$ cat src/rtl/div16_if.sv
// Request/response bundle shared by the divider and whatever drives it.
interface div16_if #(
  parameter int unsigned WIDTH = 16
);
  logic                 start;
  logic                 signed_op;
  logic [WIDTH-1:0]     a;
  logic [WIDTH-1:0]     b;
  logic [2*WIDTH-1:0]   out;
  logic                 ready;
  logic                 busy;
  logic                 div_zero;

  modport master (
    output start, signed_op, a, b,
    input  out, ready, busy, div_zero
  );

  modport slave (
    input  start, signed_op, a, b,
    output out, ready, busy, div_zero
  );
endinterface

$ cat src/rtl/div16.sv
// Multi-cycle restoring divider: one quotient bit per clock on magnitudes,
// then a single sign-fix cycle. Result format {remainder, quotient}.
module div16 #(
  parameter int unsigned WIDTH = 16
) (
  input  logic   clk,
  input  logic   reset,
  div16_if.slave bus
);

  localparam int unsigned CW = (WIDTH > 1) ? $clog2(WIDTH) : 1;

  typedef enum logic [1:0] {IDLE, RUN, FIX, DONE} state_t;

  state_t state, state_nx;

  logic                sop, sop_nx;
  logic                sa, sa_nx;
  logic                sb, sb_nx;
  logic [WIDTH-1:0]    dvd, dvd_nx;
  logic [WIDTH-1:0]    dsr, dsr_nx;
  logic [WIDTH-1:0]    rem, rem_nx;
  logic [WIDTH-1:0]    a_raw, a_raw_nx;
  logic [CW-1:0]       cnt, cnt_nx;
  logic [2*WIDTH-1:0]  out_q, out_nx;
  logic                ready_q, ready_nx;
  logic                busy_q, busy_nx;
  logic                dz_q, dz_nx;

  logic                accept_c;
  logic [WIDTH:0]      shifted_c;
  logic [WIDTH:0]      diff_c;
  logic [WIDTH-1:0]    q_fix_c;
  logic [WIDTH-1:0]    r_fix_c;

  assign accept_c  = bus.start && ((state == IDLE) || (state == DONE));
  assign shifted_c = {rem, dvd[WIDTH-1]};
  assign diff_c    = shifted_c - {1'b0, dsr};
  assign q_fix_c   = (sop && (sa ^ sb)) ? (~dvd) + WIDTH'(1) : dvd;
  assign r_fix_c   = (sop && sa)        ? (~rem) + WIDTH'(1) : rem;

  assign bus.out      = out_q;
  assign bus.ready    = ready_q;
  assign bus.busy     = busy_q;
  assign bus.div_zero = dz_q;

  // State register
  always_ff @(posedge clk or posedge reset) begin
    if (reset) state <= IDLE;
    else       state <= state_nx;
  end

  // Next-state logic; a zero divisor skips iteration and the sign fix
  always_comb begin
    state_nx = state;
    case (state)
      IDLE: if (accept_c) state_nx = RUN;
      RUN: begin
        if (dz_q)                          state_nx = DONE;
        else if (cnt == CW'(WIDTH - 1))    state_nx = FIX;
      end
      FIX:  state_nx = DONE;
      DONE: if (accept_c) state_nx = RUN;
      default: state_nx = IDLE;
    endcase
  end

  // Datapath and output next values
  always_comb begin
    sop_nx   = sop;
    sa_nx    = sa;
    sb_nx    = sb;
    dvd_nx   = dvd;
    dsr_nx   = dsr;
    rem_nx   = rem;
    a_raw_nx = a_raw;
    cnt_nx   = cnt;
    out_nx   = out_q;
    ready_nx = ready_q;
    busy_nx  = busy_q;
    dz_nx    = dz_q;
    if (accept_c) begin
      sop_nx   = bus.signed_op;
      sa_nx    = bus.signed_op & bus.a[WIDTH-1];
      sb_nx    = bus.signed_op & bus.b[WIDTH-1];
      dvd_nx   = (bus.signed_op && bus.a[WIDTH-1]) ? (~bus.a) + WIDTH'(1) : bus.a;
      dsr_nx   = (bus.signed_op && bus.b[WIDTH-1]) ? (~bus.b) + WIDTH'(1) : bus.b;
      rem_nx   = '0;
      cnt_nx   = '0;
      a_raw_nx = bus.a;
      ready_nx = 1'b0;
      busy_nx  = 1'b1;
      dz_nx    = (bus.b == '0);
    end else begin
      case (state)
        RUN: begin
          if (dz_q) begin
            out_nx   = {a_raw, {WIDTH{1'b1}}};
            ready_nx = 1'b1;
            busy_nx  = 1'b0;
          end else begin
            // diff_c MSB set means the trial subtraction went negative: restore
            if (!diff_c[WIDTH]) begin
              rem_nx = diff_c[WIDTH-1:0];
              dvd_nx = {dvd[WIDTH-2:0], 1'b1};
            end else begin
              rem_nx = shifted_c[WIDTH-1:0];
              dvd_nx = {dvd[WIDTH-2:0], 1'b0};
            end
            cnt_nx = cnt + CW'(1);
          end
        end
        FIX: begin
          out_nx   = {r_fix_c, q_fix_c};
          ready_nx = 1'b1;
          busy_nx  = 1'b0;
        end
        default: ;
      endcase
    end
  end

  // Datapath and output registers
  always_ff @(posedge clk or posedge reset) begin
    if (reset) begin
      sop     <= 1'b0;
      sa      <= 1'b0;
      sb      <= 1'b0;
      dvd     <= '0;
      dsr     <= '0;
      rem     <= '0;
      a_raw   <= '0;
      cnt     <= '0;
      out_q   <= '0;
      ready_q <= 1'b0;
      busy_q  <= 1'b0;
      dz_q    <= 1'b0;
    end else begin
      sop     <= sop_nx;
      sa      <= sa_nx;
      sb      <= sb_nx;
      dvd     <= dvd_nx;
      dsr     <= dsr_nx;
      rem     <= rem_nx;
      a_raw   <= a_raw_nx;
      cnt     <= cnt_nx;
      out_q   <= out_nx;
      ready_q <= ready_nx;
      busy_q  <= busy_nx;
      dz_q    <= dz_nx;
    end
  end

endmodule
$ cat src/flat_wrapper.sv
// flat-port wrapper written by rule: the top's interface ports become plain ports
module div16_flat 
#(
  parameter int unsigned WIDTH = 16
)
  (clk, reset, bus_start, bus_signed_op, bus_a, bus_b, bus_out, bus_ready, bus_busy, bus_div_zero);
  div16_if #(.WIDTH(WIDTH)) bus_i ();
  input  logic clk;
  input  logic reset;
  input wire logic [$bits(bus_i.start)-1:0] bus_start;
  input wire logic [$bits(bus_i.signed_op)-1:0] bus_signed_op;
  input wire logic [$bits(bus_i.a)-1:0] bus_a;
  input wire logic [$bits(bus_i.b)-1:0] bus_b;
  output wire logic [$bits(bus_i.out)-1:0] bus_out;
  output wire logic [$bits(bus_i.ready)-1:0] bus_ready;
  output wire logic [$bits(bus_i.busy)-1:0] bus_busy;
  output wire logic [$bits(bus_i.div_zero)-1:0] bus_div_zero;
  assign bus_i.start = bus_start;
  assign bus_i.signed_op = bus_signed_op;
  assign bus_i.a = bus_a;
  assign bus_i.b = bus_b;
  assign bus_out = bus_i.out;
  assign bus_ready = bus_i.ready;
  assign bus_busy = bus_i.busy;
  assign bus_div_zero = bus_i.div_zero;
  div16 #(.WIDTH(WIDTH)) u_core (.clk(clk), .reset(reset), .bus(bus_i));
endmodule
$ cat config.mk
export PLATFORM = sky130hd
export DESIGN_NAME = div16_flat
export DESIGN_NICKNAME = d
export VERILOG_FILES = /design/src/rtl/div16_if.sv /design/src/rtl/div16.sv /design/src/flat_wrapper.sv
export SDC_FILE = /design/constraint.sdc
export NUM_CORES = 1
export LEC_CHECK = 0
export ABC_AREA = 1
export ABC_CLOCK_PERIOD_IN_PS = 4900
export CAP_MARGIN = 30
export CORE_MARGIN = 3
export CORE_UTILIZATION = 35
export DETAILED_ROUTE_END_ITERATION = 10
export SLEW_MARGIN = 10
export SYNTH_ARGS = -nofsm -noshare
export SYNTH_HDL_FRONTEND = slang
export SYNTH_SLANG_ARGS = --single-unit
$ cat constraint.sdc
create_clock -name clk -period 4.9 [get_ports clk]
set_input_delay 0.98 -clock clk [delete_from_list [all_inputs] [get_ports clk]]
set_output_delay 0.98 -clock clk [all_outputs]
set_load 0.02 [all_outputs]
Word-level counts from Yosys, hierarchy flattened
Index checks and enable logic that the tools add are counted.
- register bits after elaboration: 108
- output and inout port bits: 35
- word-level logic and storage cells: 79
- $add $sub $neg: 6
- eq/ne operators: 9
- multiplexer cells: 27
- bitwise logic cells: 8
- reduce and logical (&&, ||, !) cells: 16
- operators by type and width (cell ; count):
    $mux W16 ; 11
    $add A16 B1 Y16 const B ; 4
    $not A16 Y16 ; 4
    $pmux W32 S2 ; 1
    $mux W32 ; 1
    $sub A17 B16 Y17 ; 1
    $logic_not A16 Y1 ; 1
    $mux W4 ; 3
    $mux W2 ; 3
    $ne A3 B1 Y1 const B ; 2
    $pmux W2 S3 ; 1
    $reduce_and A2 Y1 ; 3
    $logic_and A1 B1 Y1 ; 5
    $mux W1 ; 5
    $add A4 B1 Y4 const B ; 1
    $eq A2 B2 Y1 const B ; 2
    $eq A4 B4 Y1 const B ; 1
    $ne A2 B1 Y1 const B ; 2
    $pmux W1 S2 ; 2
    $reduce_bool A2 Y1 ; 2
    $reduce_and A3 Y1 ; 1
    $reduce_bool A3 Y1 ; 1
    $and A1 B1 Y1 ; 2
    $eq A2 B1 Y1 const B ; 1
    other kinds (6) ; 6

Logic depth before layout (Yosys ltp)
- word-level depth: 5
- gate-level depth with buffers: 16

Worst setup path before layout
OpenSTA, ideal clock, no wires.
- kind: input port to flip-flop
- start point: in bus_a[0]
- end point: reg u_core.dvd[10]
- arrival: 1.971 ns
- setup slack: 2.811 ns
- stages: 11
- path buffers: 0
- path through: inv_1 ha_1 nand2_1 nor2_1 nand3_1 nor2_1 nand2_1 nand4_1 nand3_1 nand2_1 nand2_1
- word-level cells in the longest chain between the ends: 4
- RTL lines (item ; RTL line ; RTL):
    from (decl) ; flat_wrapper.sv:12 ; input wire logic [$bits(bus_i.a)-1:0] bus_a;
    $not A16 Y16 ; div16.sv:86 ; dvd_nx = (bus.signed_op && bus.a[WIDTH-1]) ? (~bus.a) + WIDTH'(1) : bus.a;
    $add A16 B1 Y16 ; div16.sv:86 ;
    $mux W16 ; div16.sv:86 ;
    $mux W16 ; div16.sv:82 ; if (accept_c) begin
    to (signal assigned) ; div16.sv:142 ; dvd <= dvd_nx;
    to (decl) ; div16.sv:20 ; logic [WIDTH-1:0] dvd, dvd_nx;
Every way passes these cells.
A chain may end at the register's enable or synchronous reset.

Worst setup path after layout
- start point: reg u_core.state[0]
- end point: reg u_core.out_q[11], in the netlist u_core.bus.out[11]
- word-level cells in the longest chain between the ends: 5
- elaborated cells between the ends (all ways): 11
- classes of those cells: eq/ne (4); mux (1); bitwise (1); reduce/logical (5)
- RTL lines (item ; RTL line ; RTL):
    from (decl) ; div16.sv:15 ; state_t state, state_nx;
    from (signal assigned) ; div16.sv:50 ; else state <= state_nx;
    $eq A2 B2 Y1 or $logic_not A2 Y1 (tied branches) ; div16.sv:36 ; assign accept_c = bus.start && ((state == IDLE) || (state == DONE));
    $logic_or A1 B1 Y1 ; div16.sv:36 ;
    $logic_and A1 B1 Y1 ; div16.sv:36 ;
    $not A1 Y1 (no line) ; -- ;
    $reduce_and A3 Y1 (no line) ; -- ;
    to (signal assigned) ; div16.sv:147 ; out_q <= out_nx;
    to (decl) ; div16.sv:25 ; logic [2*WIDTH-1:0] out_q, out_nx;
Several ways; a longest one is shown, not always the timed one.

==> run metrics <==
Max-Slew Margin vs Limit=43.42%; antenna cells=0; Multi-input gate area=3799 µm²; max incr delay on CP=0.51 ns; clock sink count=108; die width=149.6 µm; Final Net Count=1147; DR top layer=met4; Synth Cell Area=7222 µm²; Core Region=19850 µm²; VDD IR-drop max=0.4017 mV; worst skew pair latency=0.37 ns; Register Area=2703 µm²; Power Dens Cells=688.1 nW/µm²; root buf cell=clkbuf_16; routed wl met2=8643 µm; layout cell share with drive strength beyond 1=6.416%; most numerous cell in the Yosys netlist=nand2_1; routed length on met1=10560 µm; Post-synth ARST share=100.0%; Synth top area share=37.42%; Area contributors post-synth=dfrtp_1 (37%), nand2_1 (15%), inv_1 (7.2%), nand3_1 (7.0%), nor2_1 (4.6%); Pins Over Slew Limit=0; CP max stage cell=nor2_4; # port buffers=70; Pleak=4.200 nW; cell family with most CP delay=simple AND/OR/NAND/NOR gates; Starting Density=36.39%; antenna viol nets, final=0; DR DRC count=0; CTS buffer count=9; WS Path Type=reg2reg; Worst Setup Start Kind=flip-flop; Hold Buf Count CTS=0; crit-path cells=ha_1 > nand2_1 > inv_1 > nor2_4 > inv_2 > nor2_4 > inv_2 > a21oi_1 > o21ai_1 > o21ai_1 > inv_2; Tmin final=3.125 ns; Hold Path Class=reg2reg; fin util=42.69%; Synth Flop Type=dfrtp_1; worst endpoint required time=5.15 ns; vias per inst=5.033; DRT Pass-1 Iters=5; met3 routed WL=1073 µm; Area growth syn-to-layout=17.31%; H-tree depth=3; Post-Syn Nets=1092; Post-Syn Area per Cell=7.005 µm²; crit-path max FO=24; first-pass GRT wire length=33470 µm; Tcrit/Tclk final=63.79%; Fin. Hold Viols=0; WHS=0.4864 ns; drt wl/cell=15.14 µm; Seq cells post-synth=108; register area share after synthesis=37.42%; Tot GR Track Use=18.75%; Worst-path clk slew=0.07 ns; Worst path most repeated cell=inv_2; CP arrival=3.38 ns; Die Y=149.6 µm; vias in the first global route=6169; remaining global-route overflow=0; Crit. End Element=flip-flop; post-CTS sizing=0; largest net degree at the start of global routing=69; DP Area=8134 µm²; Max Clk Rate=320.0 MHz; initial antenna violation count=0; Synth top cells by count=nand2_1 (286), inv_1 (139), dfrtp_1 (108); Placer Congestion=0.9194; clock skew=0.01163 ns; Final Cell Area=8472 µm²; cells after synthesis=1031; Via Count=6825; RSZ-0062 raised after global routing=no; non-filler cells, final=1356; EDFF count, synth=0; worst slew pin tran=0.8479 ns; outcome=completed; DRT iter0 DRCs=638; max-cap violations=0; row cnt=51; post-detail-place hpwl=15510 µm; Filler cells=2046; drt total wl=20530 µm; CP Buf/Inv Count=4; cell taking the most area after synthesis=dfrtp_1; Setup Buffers After CTS=0; Ys Warns=0; setup TNS=0 ns; # setup viols final=0; Unique masters post-synth=49; I/O pin total=71; Placed Cells incl. Taps=1339; full die area=22390 µm²; CTS Buffer Depth=2; CTS tree=yes
cells in the final DEF, fill, tap and decap left out, types with 18 or more instances in the layout:
cell	instances
nand2_1	286
clkdlybuf4s50_1	70
nand2_2	18
dfrtp_1	108
nor2_1	88
xor2_1	19
ha_1	24
a21oi_1	46
o21ai_0	64
nand3_1	101
inv_1	138
cell type report:
type                            count  area share (%)
Tap cell                          265           3.914
Inverter                          150           6.676
Sequential cell                   108           31.90
Timing Repair Buffer               74           9.009
Multi-Input combinational cell    743           44.84
Clock inverter                      6          0.8418
Clock buffer                       10           2.821
metal layers:
metal  up-vias  global-route usage, %
met5         -                      0
met4         0                  4.531
met3        13                  2.362
met2       172                  26.61
met1      3203                  29.95
li1       3437                      -
final timing paths:
path / start / to / slack (ns) / cells past startpoint
max: u_core.state[0]$_DFFE_PP0P_ / u_core.bus.out[11]$_DFFE_PP0P_ / 1.77 / 11
min: u_core.dsr[2]$_DFFE_PP0P_ / u_core.dsr[2]$_DFFE_PP0P_ / 0.49 / 2
max reg2reg: u_core.state[0]$_DFFE_PP0P_ / u_core.bus.out[11]$_DFFE_PP0P_ / 1.77 / 11
min reg2reg: u_core.dsr[2]$_DFFE_PP0P_ / u_core.dsr[2]$_DFFE_PP0P_ / 0.49 / 2
max in group asynchronous: reset / u_core.dsr[10]$_DFFE_PP0P_ / 3.12 / 4
min in group asynchronous: reset / u_core.bus.out[13]$_DFFE_PP0P_ / 0.93 / 2
report_power, final:
part           switching, mW  internal, mW
logic                   2.24          1.21
registers              0.304          1.30
clock network          0.370         0.416
registers in the layout, summed over array words and instances (netlist names):
name                 count
u_core.bus.out          32
u_core.a_raw            16
u_core.dsr              16
u_core.dvd              16
u_core.rem              16
u_core.cnt               4
u_core.state             2
u_core.bus.busy          1
u_core.bus.div_zero      1
u_core.bus.ready         1
u_core.sa                1
u_core.sb                1
u_core.sop               1
tightest hold or removal path, cell delays in order, from the launching register on:
cell and delay, ns:
dfrtp_1 0.35, nand2_1 0.05, o21ai_0 0.05
kinds of logic (layout without fill, tap and decap cells):
family / count (synthesis) / count (layout) / share of synthesized area, %
buf+inv: 180 / 240 / 9.979
compound gates: 163 / 163 / 12.98
fa+ha+maj: 25 / 25 / 4.435
simple gates: 532 / 532 / 32.40
xor+xnor: 23 / 23 / 2.789
flops: 108 / 108 / 37.42
through the flow:
stage               setup slack [ns]  power, mW
detailed placement             1.405      5.038
finish                         1.775      5.829
CTS                            1.791      5.834
floorplan                      1.074      4.091
global placement               1.495      4.996
global route                   1.428      6.384
(Power assumes the default switching activity.)
